===== config.mk =====
export PLATFORM = sky130hd
export DESIGN_NAME = fir_chan_sched
export DESIGN_NICKNAME = d
export VERILOG_FILES = /design/src/rtl/fir_sched_pkg.sv /design/src/rtl/edge_sync.sv /design/src/rtl/fir_chan_sched.sv
export SDC_FILE = /design/constraint.sdc
export NUM_CORES = 1
export LEC_CHECK = 0
export ABC_AREA = 1
export CAP_MARGIN = 15
export CORE_ASPECT_RATIO = 0.9
export CORE_MARGIN = 2
export CORE_UTILIZATION = 37
export DETAILED_ROUTE_END_ITERATION = 16
export HOLD_SLACK_MARGIN = 0.05
export PLACE_DENSITY = 0.75
export SETUP_SLACK_MARGIN = 0.15
export SYNTH_ARGS = -nofsm -noshare
export SYNTH_HDL_FRONTEND = slang
export SYNTH_SLANG_ARGS = --single-unit

===== constraint.sdc =====
create_clock -name main_clk -period 1.5 [get_ports main_clk]
set_clock_uncertainty 0.15 [all_clocks]
set_input_delay 0.45 -clock main_clk [delete_from_list [all_inputs] [get_ports main_clk]]
set_output_delay 0.45 -clock main_clk [all_outputs]
set_load 0.01 [all_outputs]

===== src/rtl/fir_sched_pkg.sv =====
// Shared types and widths for the stereo FIR channel scheduler.
package fir_sched_pkg;

    localparam int unsigned SAMPLE_W = 16;
    localparam int unsigned ADDR_W   = 7;
    localparam int unsigned TIMER_W  = 10;

    typedef enum logic [2:0] {
        IDLE,
        WRITE,
        START_L,
        WAIT_L,
        START_R,
        WAIT_R
    } state_e;

endpackage


===== src/rtl/edge_sync.sv =====
// Two-flop synchronizer plus registered rising-edge detector; a one-cycle
// pulse appears three main_clk edges after the asynchronous input rises.
module edge_sync (
    input  logic clk,
    input  logic rst,
    input  logic async_in,
    output logic edge_pulse
);

    logic sync1_q, sync1_d;
    logic sync2_q, sync2_d;
    logic prev_q,  prev_d;
    logic edge_q,  edge_d;

    always_comb begin
        sync1_d = async_in;
        sync2_d = sync1_q;
        prev_d  = sync2_q;
        edge_d  = sync2_q & ~prev_q;
    end

    always_ff @(posedge clk) begin
        if (rst) begin
            sync1_q <= 1'b0;
            sync2_q <= 1'b0;
            prev_q  <= 1'b0;
            edge_q  <= 1'b0;
        end else begin
            sync1_q <= sync1_d;
            sync2_q <= sync2_d;
            prev_q  <= prev_d;
            edge_q  <= edge_d;
        end
    end

    assign edge_pulse = edge_q;

endmodule


===== src/rtl/fir_chan_sched.sv =====
// Sequences one shared FIR engine over the L and R channels per audio sample.
// Define FIR_SCHED_STEREO_EN for the L+R sequence; default build is mono.
module fir_chan_sched
    import fir_sched_pkg::*;
#(
    parameter logic [ADDR_W-1:0]  LASTADDR = 7'd100,
    parameter logic [TIMER_W-1:0] TIMEOUT  = 10'd511
) (
    input  logic                main_clk,
    input  logic                reset,
    input  logic                sample_end,
    input  logic [SAMPLE_W-1:0] audio_in_l,
    input  logic [SAMPLE_W-1:0] audio_in_r,
    output logic                rb_write,
    output logic [SAMPLE_W-1:0] rb_data_l,
    output logic [SAMPLE_W-1:0] rb_data_r,
    output logic                fir_start,
    output logic                fir_chan,
    output logic [ADDR_W-1:0]   last_addr,
    input  logic                fir_done,
    input  logic [SAMPLE_W-1:0] fir_result,
    output logic [SAMPLE_W-1:0] audio_out_l,
    output logic [SAMPLE_W-1:0] audio_out_r,
    output logic                busy,
    output logic                overrun
);

    logic edge_pulse;

    state_e              state_q,       state_d;
    logic [TIMER_W-1:0]  timer_q,       timer_d;
    logic                rb_write_q,    rb_write_d;
    logic [SAMPLE_W-1:0] rb_data_l_q,   rb_data_l_d;
    logic [SAMPLE_W-1:0] rb_data_r_q,   rb_data_r_d;
    logic                fir_start_q,   fir_start_d;
    logic                fir_chan_q,    fir_chan_d;
    logic [SAMPLE_W-1:0] audio_out_l_q, audio_out_l_d;
    logic [SAMPLE_W-1:0] audio_out_r_q, audio_out_r_d;
    logic                busy_q,        busy_d;
    logic                overrun_q,     overrun_d;
    state_e              after_l;

    edge_sync u_edge_sync (
        .clk        (main_clk),
        .rst        (reset),
        .async_in   (sample_end),
        .edge_pulse (edge_pulse)
    );

`ifdef FIR_SCHED_STEREO_EN
    assign after_l = START_R;
`else
    assign after_l = IDLE;
`endif

    always_comb begin
        state_d       = state_q;
        timer_d       = timer_q;
        rb_data_l_d   = rb_data_l_q;
        rb_data_r_d   = rb_data_r_q;
        audio_out_l_d = audio_out_l_q;
        audio_out_r_d = audio_out_r_q;
        overrun_d     = overrun_q;

        // A sample arriving while a sequence is in flight is lost.
        if (edge_pulse && (state_q != IDLE)) begin
            overrun_d = 1'b1;
        end

        case (state_q)
            IDLE: begin
                if (edge_pulse) begin
                    state_d     = WRITE;
                    rb_data_l_d = audio_in_l;
                    rb_data_r_d = audio_in_r;
                end
            end
            WRITE: begin
                state_d = START_L;
            end
            START_L: begin
                timer_d = '0;
                state_d = WAIT_L;
            end
            WAIT_L: begin
                timer_d = timer_q + TIMER_W'(1);
                if (fir_done) begin
                    audio_out_l_d = fir_result;
                    state_d       = after_l;
                end else if (timer_d == TIMEOUT) begin
                    overrun_d = 1'b1;
                    state_d   = after_l;
                end
            end
`ifdef FIR_SCHED_STEREO_EN
            START_R: begin
                timer_d = '0;
                state_d = WAIT_R;
            end
            WAIT_R: begin
                timer_d = timer_q + TIMER_W'(1);
                if (fir_done) begin
                    audio_out_r_d = fir_result;
                    state_d       = IDLE;
                end else if (timer_d == TIMEOUT) begin
                    overrun_d = 1'b1;
                    state_d   = IDLE;
                end
            end
`endif
            default: begin
                state_d = IDLE;
            end
        endcase

`ifndef FIR_SCHED_STEREO_EN
        audio_out_r_d = audio_out_l_d;
`endif

        // Outputs are decoded from the next state so they register in step with it.
        rb_write_d  = (state_d == WRITE);
        fir_start_d = (state_d == START_L) || (state_d == START_R);
`ifdef FIR_SCHED_STEREO_EN
        fir_chan_d  = (state_d == START_R) || (state_d == WAIT_R);
`else
        fir_chan_d  = 1'b0;
`endif
        busy_d      = (state_d != IDLE);
    end

    always_ff @(posedge main_clk) begin
        if (reset) begin
            state_q       <= IDLE;
            timer_q       <= '0;
            rb_write_q    <= 1'b0;
            rb_data_l_q   <= '0;
            rb_data_r_q   <= '0;
            fir_start_q   <= 1'b0;
            fir_chan_q    <= 1'b0;
            audio_out_l_q <= '0;
            audio_out_r_q <= '0;
            busy_q        <= 1'b0;
            overrun_q     <= 1'b0;
        end else begin
            state_q       <= state_d;
            timer_q       <= timer_d;
            rb_write_q    <= rb_write_d;
            rb_data_l_q   <= rb_data_l_d;
            rb_data_r_q   <= rb_data_r_d;
            fir_start_q   <= fir_start_d;
            fir_chan_q    <= fir_chan_d;
            audio_out_l_q <= audio_out_l_d;
            audio_out_r_q <= audio_out_r_d;
            busy_q        <= busy_d;
            overrun_q     <= overrun_d;
        end
    end

    assign rb_write    = rb_write_q;
    assign rb_data_l   = rb_data_l_q;
    assign rb_data_r   = rb_data_r_q;
    assign fir_start   = fir_start_q;
    assign fir_chan    = fir_chan_q;
    assign last_addr   = LASTADDR;
    assign audio_out_l = audio_out_l_q;
    assign audio_out_r = audio_out_r_q;
    assign busy        = busy_q;
    assign overrun     = overrun_q;

endmodule


==> reports/metrics.csv <==
metric,value,unit
vias in the first global route,2663,
crit path capture type,register,
clock sink count,69,
startpoint types,register,
Via Count,2897,
Synth area leaders,"dfxtp_1, nand2_1, a21oi_1, buf_4, nand3_1",
Comb power frac,6.8,%
area grow syn2layout,71.87,%
failing checks,negative setup slack,
GRT Total Usage,18.54,%
TritonCTS clock tree,built,
nets@finish,572,
First DRT Iteration DRCs,100,
final hold viol count,0,
GRT overflow,0,
LEAKAGE,1.979,nW
Tmin final,1.729,ns
"Cell Area, Synth",0.002815,mm^2
period utilization,115.2,%
final setup margin,-0.2287,ns
Clock Path Buffers,2,
starting density of the core,37.69,%
status,"complete, but fails checks",
most frequent cells in the layout,"nand2_1, buf_6, a21oi_1",
Post-Route WL,7.704,mm
Synth Warn #,0,
Max-Cap Viols,0,
"flops & latches, synth",69,
Mapped Cells,378,
Max Fclk,578.5,MHz
TritonRoute pass-1 iters,4,
"CTS clk-pin slew, worst paths",0.07,ns
clk root buf,clkbuf_8,
Total Power,4.011,mW
Final Max Tran Viols,0,
Die ar.,0.008323,mm^2
worst hold path class,reg2reg,
largest area contributor in the netlist,dfxtp_1,
largest net degree at the start of global routing,27,
FP Rows,30,
share of layout cells above drive strength 1,40.54,%
switching power of the nets,0.8048,mW
tightest hold margin,0.2627,ns
Yosys top cell area share,49.07,%
PwrDens,828.9,mW/mm^2
WL per Instance,12.45,um
Placer Congestion,0.8449,
H-tree depth,3,
Cell variety after synth,23,
die extent in y,86.75,um
sequential power share,46.2,%
clock latency on the worst-skew pair,0.34,ns
DIE WIDTH,95.95,um
post-DR vias/cell,4.680,
Crit Path Class,reg2reg,
worst-path maximum fanout,4,
io pins,128,
PortBufs,119,
setup TNS,-0.8205,ns
Critical Path AT,1.81,ns
Synth Area per Inst,7.448,um^2
Clk network pwr share,47.0,%
DRT antenna net count,0,
WP data required,1.58,ns
dpl hpwl,5.268,mm
"commonest non-fill, non-tap cell in the layout",nand2_1,
Internal,3.206,mW
"Setup violations, final",8,
first-pass GRT wire length,12.09,mm
cts bufs inserted,9,
Place WS,-0.2740,ns
Core Box Area,0.007470,mm^2
register area share after synthesis,49.07,%
Sw Ratio,20.07,%
drc violations,0,
RSZ-0062 raised after global routing,true,
initial antenna violation count,0,
VDD IR max,0.0006437,V
# diodes,0,
## cell usage after synthesis (all sizes together)
master / instances
nand2: 123
o21bai: 1
a2bb2oi: 1
conb: 2
xor2: 1
ha: 2
a21oi: 60
dfxtp: 69
clkbuf: 13
nand3: 26
nor2: 17
nor3: 4
nand3b: 2
or2: 2
buf: 29
inv: 23
o21ai: 2
nand4: 1
## registers in the layout, summed over array words and instances, names as in the netlist
signal,cells
audio_out_r,16
u_edge_sync.sync1_q,1
rb_write,1
rb_data_r,16
u_edge_sync.prev_q,1
u_edge_sync.edge_pulse,1
overrun,1
state_q,3
busy,1
timer_q,10
u_edge_sync.prev_d,1
fir_start,1
rb_data_l,16
## cell type report
cell class              count  area (um^2)
clock buffers              11        151.4
clock inverters             5        106.4
fillers                   622         2631
inverters                  23        88.84
multi-input cells         251         1224
flip-flops and latches     69         1470
well taps                  96        120.1
repair buffers            164         1678
## kinds of logic (layout without fill, tap and decap cells)
logic type | Yosys count | after routing | share of synthesized area (%)
AND/OR/NAND/NOR | 175 | 175 | 25.78
adder cells (fa/ha/maj) | 2 | 2 | 0.8887
flip-flops | 69 | 69 | 49.07
buffers and inverters | 65 | 203 | 12.09
AO/OA/AOI/OAI | 64 | 64 | 11.60
XOR/XNOR | 1 | 1 | 0.3112
other | 2 | 9 | 0.2668
## per-stage QoR
step,cells,utilization (%),instance area [um^2]
after CTS,613,62.95,4702
after detailed placement,584,55.43,4140
after global placement,584,55.43,4140
final,619,64.77,4838
after floorplan,385,-,2879
after global routing,619,64.77,4838
## critical path, cell delays in order (launching register included)
cell      delay (ns)
dfxtp_1         0.41
nand2_1         0.13
nor2_1          0.19
nand3_1         0.13
nand2_1         0.09
nand3_1         0.11
o21bai_2        0.18
nand3_1         0.09
nand2_1         0.09
nand2_1         0.05
## power by group through the flow
stage	logic, mW	clock network [mW]	registers (mW)
final	0.274	1.89	1.85
after global placement	0.265	0	1.90
after floorplan	0.0828	0	1.90
after CTS	0.273	1.94	1.86
after detailed placement	0.265	0	1.90
after global routing	0.296	2.03	1.85
## routing by layer
layer / routed length (um) / track usage (%)
met1: 2983 / 20.89
met2: 3846 / 31.34
met3: 834 / 9.130
met4: 40 / 4.545
met5: 0 / 0
## what timing repair did
action                     CTS  global route
hold buffers                 0             0
setup endpoints to repair  128           129
resized for setup          406            26
pin swaps                    5             9
buffers inserted            13             6
## worst paths after layout
path / from / endpoint / depth (start not counted) / slack (ns)
setup / recovery: timer_q[6]$_SDFFE_PP0P_ / busy$_SDFF_PP0_ / 9 / -0.23
hold / removal: u_edge_sync.prev_q$_SDFF_PP0_ / u_edge_sync.edge_pulse$_SDFF_PP0_ / 1 / 0.26
setup reg to reg: timer_q[6]$_SDFFE_PP0P_ / busy$_SDFF_PP0_ / 9 / -0.23
hold reg to reg: u_edge_sync.prev_q$_SDFF_PP0_ / u_edge_sync.edge_pulse$_SDFF_PP0_ / 1 / 0.26
Note: power is estimated with default switching activity, not from simulation.
